$ cat config.mk
export PLATFORM = sky130hd
export DESIGN_NAME = cic_uart_tx_flat
export DESIGN_NICKNAME = d
export VERILOG_FILES = /design/src/rtl/cic_uart_tx_if.sv /design/src/rtl/cic_uart_tx.sv /design/src/flat_wrapper.sv
export SDC_FILE = /design/constraint.sdc
export NUM_CORES = 1
export LEC_CHECK = 0
export CAP_MARGIN = 20
export CORE_UTILIZATION = 26
export DETAILED_ROUTE_END_ITERATION = 8
export PLACE_DENSITY_LB_ADDON = 0.1
export SLEW_MARGIN = 0
export SYNTH_ARGS = -nofsm -noshare
export SYNTH_HDL_FRONTEND = slang
export SYNTH_SLANG_ARGS = --single-unit
$ cat constraint.sdc
create_clock -name clk -period 4.7 [get_ports clk]
set_clock_uncertainty 0.05 [all_clocks]
set_input_delay 0.94 -clock clk [delete_from_list [all_inputs] [get_ports clk]]
set_output_delay 0.94 -clock clk [all_outputs]
set_load 0.1 [all_outputs]
$ cat src/rtl/cic_uart_tx_if.sv
// Sample bus from the CIC decimators: a one-cycle strobe qualifying three channel words.
interface cic_uart_tx_if #(
  parameter int W = 24
) ();
  logic         sample_stb;
  logic [W-1:0] ch0;
  logic [W-1:0] ch1;
  logic [W-1:0] ch2;

  modport master (output sample_stb, ch0, ch1, ch2);
  modport slave  (input  sample_stb, ch0, ch1, ch2);
endinterface

$ cat src/rtl/cic_uart_tx.sv
// Snapshots three CIC channel words on a sample strobe and sends them as one
// SYNC-prefixed 8N1 UART frame, MSB byte of each channel first.
module cic_uart_tx #(
  parameter int          W            = 24,
  parameter int          CLKS_PER_BIT = 104,
  parameter logic [7:0]  SYNC         = 8'hA5
) (
  input  logic              clk,
  input  logic              reset,
  cic_uart_tx_if.slave      s_if,
  output logic              tx,
  output logic              busy,
  output logic              overrun,
  output logic [7:0]        frame_cnt,
  output logic [1:0]        state_dbg
);

  // Handshake: sample_stb is a one-cycle valid with no ready. It is accepted
  // only when busy=0 at the sampling edge; otherwise it is dropped and flagged
  // in the sticky overrun bit.

  localparam int NBYTES = 1 + 3 * W / 8;
  localparam int BYW    = (NBYTES > 1) ? $clog2(NBYTES) : 1;
  localparam int BCW    = $clog2(CLKS_PER_BIT);

  typedef enum logic [1:0] {
    IDLE  = 2'd0,
    START = 2'd1,
    DATA  = 2'd2,
    STOP  = 2'd3
  } state_t;

  state_t           state, state_n;
  logic [BCW-1:0]   baud_cnt;
  logic [2:0]       bit_cnt;
  logic [BYW-1:0]   bytes_left;
  logic [7:0]       cur_byte;
  logic [3*W-1:0]   shadow;
  logic             tx_n;
  logic             baud_end;
  logic             accept;
  logic             shift_bit;
  logic             load_byte;
  logic             done;

  assign baud_end  = (baud_cnt == BCW'(CLKS_PER_BIT - 1));
  assign state_dbg = state;

  always_comb begin
    state_n   = state;
    tx_n      = tx;
    accept    = 1'b0;
    shift_bit = 1'b0;
    load_byte = 1'b0;
    done      = 1'b0;
    case (state)
      IDLE: begin
        tx_n = 1'b1;
        if (s_if.sample_stb && !busy) begin
          accept  = 1'b1;
          state_n = START;
          tx_n    = 1'b0;
        end
      end
      START: begin
        if (baud_end) begin
          state_n = DATA;
          tx_n    = cur_byte[0];
        end
      end
      DATA: begin
        if (baud_end) begin
          if (bit_cnt == 3'd7) begin
            state_n = STOP;
            tx_n    = 1'b1;
          end else begin
            shift_bit = 1'b1;
            tx_n      = cur_byte[1];
          end
        end
      end
      STOP: begin
        if (baud_end) begin
          if (bytes_left == '0) begin
            done    = 1'b1;
            state_n = IDLE;
            tx_n    = 1'b1;
          end else begin
            // Back-to-back bytes: start bit begins right after the stop bit.
            load_byte = 1'b1;
            state_n   = START;
            tx_n      = 1'b0;
          end
        end
      end
      default: begin
        state_n = IDLE;
        tx_n    = 1'b1;
      end
    endcase
  end

  always_ff @(posedge clk) begin
    if (reset) begin
      state      <= IDLE;
      tx         <= 1'b1;
      busy       <= 1'b0;
      overrun    <= 1'b0;
      frame_cnt  <= 8'd0;
      baud_cnt   <= '0;
      bit_cnt    <= 3'd0;
      bytes_left <= '0;
      cur_byte   <= 8'd0;
      shadow     <= '0;
    end else begin
      state <= state_n;
      tx    <= tx_n;

      if (state == IDLE || baud_end) baud_cnt <= '0;
      else                           baud_cnt <= baud_cnt + BCW'(1);

      if (state == START && baud_end) bit_cnt <= 3'd0;
      else if (shift_bit)             bit_cnt <= bit_cnt + 3'd1;

      // The shadow shifts up a byte per load so the next byte is always on top.
      if (accept) begin
        shadow     <= {s_if.ch0, s_if.ch1, s_if.ch2};
        cur_byte   <= SYNC;
        bytes_left <= BYW'(NBYTES - 1);
        busy       <= 1'b1;
        frame_cnt  <= frame_cnt + 8'd1;
      end else if (load_byte) begin
        cur_byte   <= shadow[3*W-1 -: 8];
        shadow     <= {shadow[3*W-9:0], 8'h00};
        bytes_left <= bytes_left - BYW'(1);
      end else if (shift_bit) begin
        cur_byte <= {1'b0, cur_byte[7:1]};
      end

      if (done) busy <= 1'b0;

      if (s_if.sample_stb && busy) overrun <= 1'b1;
    end
  end

endmodule

$ cat src/flat_wrapper.sv
// flat-port wrapper written by rule: the top's interface ports become plain ports
module cic_uart_tx_flat 
#(
  parameter int          W            = 24,
  parameter int          CLKS_PER_BIT = 104,
  parameter logic [7:0]  SYNC         = 8'hA5
)
  (clk, reset, tx, busy, overrun, frame_cnt, state_dbg, s_if_sample_stb, s_if_ch0, s_if_ch1, s_if_ch2);
  cic_uart_tx_if #(.W(W)) s_if_i ();
  input  logic clk;
  input  logic reset;
  output logic tx;
  output logic busy;
  output logic overrun;
  output logic [7:0] frame_cnt;
  output logic [1:0] state_dbg;
  input wire logic [$bits(s_if_i.sample_stb)-1:0] s_if_sample_stb;
  input wire logic [$bits(s_if_i.ch0)-1:0] s_if_ch0;
  input wire logic [$bits(s_if_i.ch1)-1:0] s_if_ch1;
  input wire logic [$bits(s_if_i.ch2)-1:0] s_if_ch2;
  assign s_if_i.sample_stb = s_if_sample_stb;
  assign s_if_i.ch0 = s_if_ch0;
  assign s_if_i.ch1 = s_if_ch1;
  assign s_if_i.ch2 = s_if_ch2;
  cic_uart_tx #(.W(W), .CLKS_PER_BIT(CLKS_PER_BIT), .SYNC(SYNC)) u_core (.clk(clk), .reset(reset), .s_if(s_if_i), .tx(tx), .busy(busy), .overrun(overrun), .frame_cnt(frame_cnt), .state_dbg(state_dbg));
endmodule
; Yosys cells after proc, flatten, opt, wreduce, memory -nomap -nowiden
; Index checks and enable logic that the tools add are counted.
[classes]
addsub = 4
mul = 0
div = 0
magnitude_cmp = 0
eq_ne = 10
shifts = 0
mux = 31
bitwise = 0
reduce_logical = 16
[ops]
columns = cell, count
row1 = $mux W72, 2
row2 = $mux W8, 3
row3 = $mux W1, 17
row4 = $mux W2, 5
row5 = $ne A2 B1 Y1 const B, 5
row6 = $add A8 B1 Y8 const B, 1
row7 = $mux W4, 2
row8 = $pmux W2 S4, 1
row9 = $reduce_or A2 Y1, 4
row10 = $add A7 B1 Y7 const B, 1
row11 = $eq A7 B7 Y1 const B, 1
row12 = $reduce_and A5 Y1, 1
row13 = $eq A2 B2 Y1 const B, 2
row14 = $logic_not A4 Y1, 1
row15 = $pmux W1 S4, 1
row16 = $reduce_bool A2 Y1, 2
row17 = $sub A4 B1 Y4 const B, 1
row18 = $add A3 B1 Y3 const B, 1
row19 = $eq A3 B3 Y1 const B, 1
row20 = $logic_and A1 B1 Y1, 3
row21 = $reduce_and A3 Y1, 1
row22 = $reduce_bool A3 Y1, 1
row23 = $eq A2 B1 Y1 const B, 1
row24 = $logic_not A2 Y1, 1
row25 = other kinds (2), 2
[totals]
ff_bits = 107
latch_bits = 0
ramBits = 0
mem_bits_ro = 0
inputBits = 75
mem_count = 0

; Longest topological paths before layout
[logic_depth]
depth_word = 7
depth_mapped = 8
mapped_depth_nobuf = 6

; Worst setup path before layout
; No wires, ideal clock.
[synth_path]
kind = reg-to-reg
startpoint = register u_core.state[1], in the netlist u_core.state_dbg[1]
endpoint = register u_core.shadow[42]
arrival_time_ns = 2.512
required_ns = 4.576
path_slack_ns = 2.064
stages_incl_launch_ff = 9
path_buffers = 3
cell_sequence = dfxtp_1 -> ha_1 -> clkbuf_1 -> inv_1 -> nor4_4 -> buf_4 -> buf_6 -> nand2_1 -> a31oi_1
[synth_via]
elab_chain_cells = 3
word_cells_on_any_way = 6
classes_between = eq/ne: 1 / mux: 3 / reduce/logical: 2
[synth_rtl]
columns = item, line
row1 = "start, declared", cic_uart_tx.sv:33  ; state_t state, state_n;
row2 = "start signal, assigned", cic_uart_tx.sv:116  ; state <= state_n;
row3 = $eq A2 B2 Y1 / $logic_not A2 Y1 (equally long branches), cic_uart_tx.sv:56  ; case (state)
row4 = $mux W1, cic_uart_tx.sv:56
row5 = $reduce_bool A2 Y1 (no line) / $mux W72 (equally long branches), n/a
row6 = "end signal, assigned", cic_uart_tx.sv:127  ; shadow <= {s_if.ch0, s_if.ch1, s_if.ch2};
row7 = "end signal, assigned", cic_uart_tx.sv:134  ; shadow <= {shadow[3*W-9:0], 8'h00};
row8 = "end, declared", cic_uart_tx.sv:38  ; logic [3*W-1:0] shadow;
; Several ways; a longest one is shown, not always the timed one.
; A chain may end at the register's enable or synchronous reset.

; Worst setup path after layout
[layout_path]
startpoint = register u_core.state[1], in the netlist u_core.state_dbg[1]
endpoint = output state_dbg[1]
[layout_rtl]
columns = item, line
row1 = "end, declared", flat_wrapper.sv:16  ; output logic [1:0] state_dbg;
; No word-level cell between the ends.

==> out/results.ini <==
[timing]
drv_slew=0
relSlewSlack_pct=34.0
max_freq_mhz=336
worst_pin_slew_ns=0.987
fin_crit_ns=2.97
fin_tns_setup_ns=0
period_share_pct=63.3
rsz0062_at_grt=no
hold_viol_final=0
finalWorstSetupSlack_ns=1.73
setup_viol=0

[worst_setup_path]
cp_max_fo=6
slowest_stage=clkdlybuf4s50_1
crit_family=buffers and inverters
startpoint_type=flop
r2r_slack_ns=2.20
cp_num_buf_inv=1
crit_chain=clkdlybuf4s50_1
end_kind=output pin
worstPathRequired_ns=3.71
r2r_cells=6
path_depth=1
max_stage_delay_ns=1.18
crit_type=reg -> out
crit_arrival_ns=1.98

[global_route]
grt.overflow.total=0
grt_pass1_wl_um=20500
grt_start_max_net_pins=84
antenna_found_initial=0
grt.total_usage_pct=14.5
grt_pass1_vias=4114

[cells_and_area]
num_antenna_cells=0
drive_above_1_share_pct=3.73
syn_to_final_growth_pct=29.0
nNetsFinal=723

[route]
wl_per_cell_um=14.4
via_count=4225
routed_wl_um=12500
drc=0
routed_via_density=4.86
drtAntennaViolNets=0
firstDrtPassIters=4
drtIter0Drc=336

[min_path]
whs_path_depth=1
hp-class=reg -> reg

[cts]
cts_resized=0
clk_pin_slew_ns=0.07
clockRootBuffer=clkbuf_16
insertion_delay_ns=0.36
cts_sinks=107
cts-hold-fix-buffers=0
clk_path_buf_depth=2
cts_tree=built
cts_max_level=3
post_cts_buffers=0
numCtsBuffers=9

[floorplanning]
core_sq_mm=0.0173
std_cell_rows=48
die-height_um=135
ios=88
initial_core_util_pct=26.6
dieArea_sq_mm=0.0182
die_w_um=135

[flow_run]
max_cap_violations=0

[logic_synthesis]
yosysMostFrequentCell=nand2_1
synth_top_area_share_pct=46.5
yosysWarnings=0
synth_area_leader_cell=dfxtp_1
yosysUniqueCellTypes=42
synth_area_sq_mm=0.00460
synth_edf_count=0
syn_nets=664
synth-main-ff-cell=dfxtp_1
ys_ff_latch=107
seq_area_frac_synth_pct=46.5
syn_area_per_cell_sq_um=7.93
synth_common_cells=149 x nand2_1, 107 x dfxtp_1, 75 x o21ai_0
netlist_top_cells_area=dfxtp_1 47%, nand2_1 12%, a31oi_1 9.5%
postSynthCellCount=580
async_flop_share_pct=0

[placed_design]
dp_hpwl_um=8170
post-place-ws_ns=1.76
place_congestion=0.754
portBuffers=87

[power]
power_density_mw_per_mm2=493
irDropWorstVdd_mv=0.261
p_leak_uw=0.00205

[status]
status=finished clean

==> stage by stage <==
step                power, uW  utilization (%)  hold slack [ns]  cells  instance area (sq um)
finish                   2930             34.3            0.404    869                   5940
global route             3130             34.3            0.434    869                   5940
CTS                      2980             34.3            0.409    869                   5940
detailed placement       2070             32.3            0.392    853                   5600
global placement         2060             32.3            0.383    853                   5600
floorplan                1830                -            0.368    580                   4600
==> flip-flops by register name, summed over array words and instances (netlist names) <==
signal	flops
u_core.overrun	1
u_core.frame_cnt	8
u_core.cur_byte	8
u_core.tx	1
u_core.busy	1
u_core.state_dbg	2
u_core.bytes_left	4
u_core.shadow	72
u_core.bit_cnt	3
u_core.baud_cnt	7
==> cell usage in the layout, fill, tap and decap left out, types with 4 or more instances in the layout <==
master | Yosys | layout
or3_1 | 4 | 4
mux2i_1 | 5 | 5
xor2_1 | 8 | 8
inv_1 | 8 | 8
nand2_1 | 149 | 149
ha_1 | 9 | 9
clkbuf_16 | 0 | 9
a21oi_1 | 19 | 19
xnor2_1 | 5 | 5
nand3_1 | 16 | 16
o21ai_0 | 75 | 75
a31oi_1 | 70 | 70
a211oi_1 | 4 | 4
buf_4 | 1 | 6
dfxtp_1 | 107 | 107
nor2_1 | 23 | 23
clkdlybuf4s50_1 | 0 | 87
==> worst paths after layout <==
| kind | endpoint | from |
|---|---|---|
| setup / recovery | state_dbg[1] | u_core.state_dbg[1] |
| hold / removal | u_core.baud_cnt[0] | u_core.baud_cnt[0] |
| setup reg to reg | u_core.shadow[47] | u_core.state_dbg[1] |
| hold reg to reg | u_core.baud_cnt[0] | u_core.baud_cnt[0] |
==> final cells by class <==
| class | instances | area, sq um |
|---|---|---|
| fillers | 1845 | 11400 |
| repair buffers | 93 | 916 |
| inverters | 8 | 30.0 |
| multi-input cells | 420 | 2230 |
| clock buffers | 11 | 243 |
| clock inverters | 5 | 100 |
| flip-flops and latches | 107 | 2140 |
| well taps | 225 | 282 |
==> worst reg2reg max path: cells and delay by family, from the launching register on <==
kind                     cells  cell delay (ns)
AO/OA/AOI/OAI                1             0.20
adder cells (fa/ha/maj)      1             0.44
AND/OR/NAND/NOR              2             0.54
buffers and inverters        2             0.75
flip-flops                   1             0.45
==> where the power goes <==
| group | switching, uW | internal [uW] | total [uW] | leakage (uW) |
|---|---|---|---|---|
| clock | 349 | 534 | 883 | 0.000169 |
| combinational | 517 | 288 | 805 | 0.00100 |
| sequential | 125 | 1110 | 1240 | 0.000879 |
| total | 991 | 1940 | 2930 | 0.00205 |
==> cell families after synthesis <==
kind of cell | after synthesis | synth area share (%)
xor gates and xnor gates | 13 | 2.47
DFF | 107 | 46.5
and+or+nand+nor | 214 | 19.9
adders and majority gates | 9 | 2.45
AOI/OAI and AO/OA | 179 | 22.5
buffers and inverters | 53 | 5.08
muxes | 5 | 1.09
==> layer usage <==
metal | global-route usage (%) | wire [um]
met1 | 18.4 | 5980
met2 | 23.1 | 5720
met3 | 4.47 | 631
met4 | 5.12 | 153
met5 | 0 | 0
Power figures use the tool's default switching activity.
==> edit (config.mk and constraints unchanged) <==
`W` is set to 24 in 3 places; all go to 20.
--- a/src/rtl/cic_uart_tx_if.sv
+++ b/src/rtl/cic_uart_tx_if.sv
@@ -2,3 +2,3 @@
 interface cic_uart_tx_if #(
-  parameter int W = 24
+  parameter int W = 20
 ) ();
--- a/src/rtl/cic_uart_tx.sv
+++ b/src/rtl/cic_uart_tx.sv
@@ -3,3 +3,3 @@
 module cic_uart_tx #(
-  parameter int          W            = 24,
+  parameter int          W            = 20,
   parameter int          CLKS_PER_BIT = 104,
--- a/src/flat_wrapper.sv
+++ b/src/flat_wrapper.sv
@@ -3,3 +3,3 @@
 #(
-  parameter int          W            = 24,
+  parameter int          W            = 20,
   parameter int          CLKS_PER_BIT = 104,
Interface: changed (resized s_if_ch0, s_if_ch1 and s_if_ch2); port bits go from 88 to 76. The function was not compared with the original's and may differ.
==> edit against the original RTL <==
Wire length shrank 9.1%; cell count down 9.7%; final area is 9.0% lower; sequential power shrank 12%; largest power group unchanged; via count decreased by 13%; clock power down 16%; utilization shrank 0.32 points; sequential cell count decreased by 13; largest cell class unchanged; total power shrank 6.3%; setup slack improved by 0.058 ns; area after synthesis shrank 8.0%.
==> edit: results (changes against the original RTL) <==
Parameter                              Value

Outcome
  Outcome    completed

Finish
  Leading registers by flop count    u_core.shadow (60), u_core.cur_byte (8), u_core.frame_cnt (8)
  Number of ordinary and repair buffers in the finished layout    83 (-11%)
  Number of clock buffers in the layout    14 (+3)
  Net count of the finished layout    637 (-12%)
  Number of combinational gates with multiple inputs    369 (-12%)
  Final-layout non-clock buffer area share    15.05% (-0.37 points)
  Multi-input gate share of total cell area    38.95% (+1.5 points)
  Clock tree cell share of total cell area    5.674% (-0.099 points)

Global route
  First-pass GRT wire length    19000 µm (-7.3%)
  Pin count of the biggest net entering global routing    57 (-32%)
  Via count of the first global-routing pass    3820 (-7.1%)

Yosys
  Share of the yosys chip area belonging to registers    44.43% (-2.1 points)
  Top area cells in the synthesized netlist    dfxtp_1, nand2_1, a21oi_1, nor2_1, a311oi_1
  Net count after synthesis    586 (-12%)
  Netlist cell types    44 (+4.8%)
  Mapped cell area    4235 µm² (-8.0%)

Power
  Seq pwr share    39.9% (-2.4 points)
  Portion of total power attributed to the clock network    27.2% (-3.0 points)
  Cell-internal power    1.739 mW (-10%)
  Leakage power summed over all cells    1.916 nW (-6.6%)

Placed design
  Instance count after placement with tap cells included    769 (-9.8%)
  Routability cong.    0.7262 (-3.7%)
  Pre-CTS worst setup slack    1.665 ns (-0.09956 ns)
  Post-DP HPWL    7539 µm (-7.7%)
  Number of buffers inserted by port buffering    75 (-14%)

Drt
  Vias after detailed routing    3696 (-13%)
  Routed len/inst    14.45 µm (+0.60%)

Setup path
  Endpoint arrival time on the critical path    1.93 ns (-0.05 ns)
  Depth of the worst register-to-register path    7 (+1)
  Setup slack of the most critical reg-to-reg path    2.32 ns (+0.12 ns)
  Capture point of the critical path    frame_cnt[2]
  Endpoint of the worst register-to-register path    u_core.shadow[18]$_SDFFE_PP0P_

STA
  Worst path setup slack after routing    1.784 ns (+0.05779 ns)
==> edit: cell count changes after synthesis, sizes merged, moves of 22 or more <==
cell    before  now
o21ai       75    9
a31oi       70    5
nand2      149   91
nor2        23   70
a21oi       19   54
a211oi       4   31
a311oi       1   23
==> edit: per-layer routing <==
| metal | part of all wire (%) | GRT usage [%] |
|---|---|---|
| met4 | 1.4 | 5.540 |
| met2 | 47 | 23.75 |
| met5 | 0 | 0 |
| met3 | 2.5 | 2.436 |
| met1 | 49 | 18.98 |
==> edit: worst min path at each step <==
stage	start	endpoint	cells after the start
CTS	u_core.bit_cnt[2]$_SDFFE_PP0P_	u_core.bit_cnt[2]$_SDFFE_PP0P_	2
finish	u_core.bit_cnt[2]$_SDFFE_PP0P_	u_core.bit_cnt[2]$_SDFFE_PP0P_	2
global placement	u_core.bit_cnt[2]$_SDFFE_PP0P_	u_core.bit_cnt[2]$_SDFFE_PP0P_	2
floorplan	u_core.baud_cnt[0]$_SDFF_PP0_	u_core.baud_cnt[0]$_SDFF_PP0_	1
global route	u_core.shadow[22]$_SDFFE_PP0P_	u_core.shadow[22]$_SDFFE_PP0P_	2
detailed placement	u_core.shadow[48]$_SDFFE_PP0P_	u_core.shadow[48]$_SDFFE_PP0P_	2
==> edit: cell families (layout without fill, tap and decap cells) <==
| logic type | count (synthesis) | after routing | synth area share, % |
|---|---|---|---|
| and+or+nand+nor | 208 | 208 | 21.33 |
| adders and majority gates | 10 | 10 | 2.954 |
| DFF | 94 | 94 | 44.43 |
| muxes | 4 | 4 | 0.9749 |
| AOI/OAI and AO/OA | 134 | 134 | 21.71 |
| xor gates and xnor gates | 13 | 13 | 2.688 |
| buffers and inverters | 50 | 106 | 5.908 |
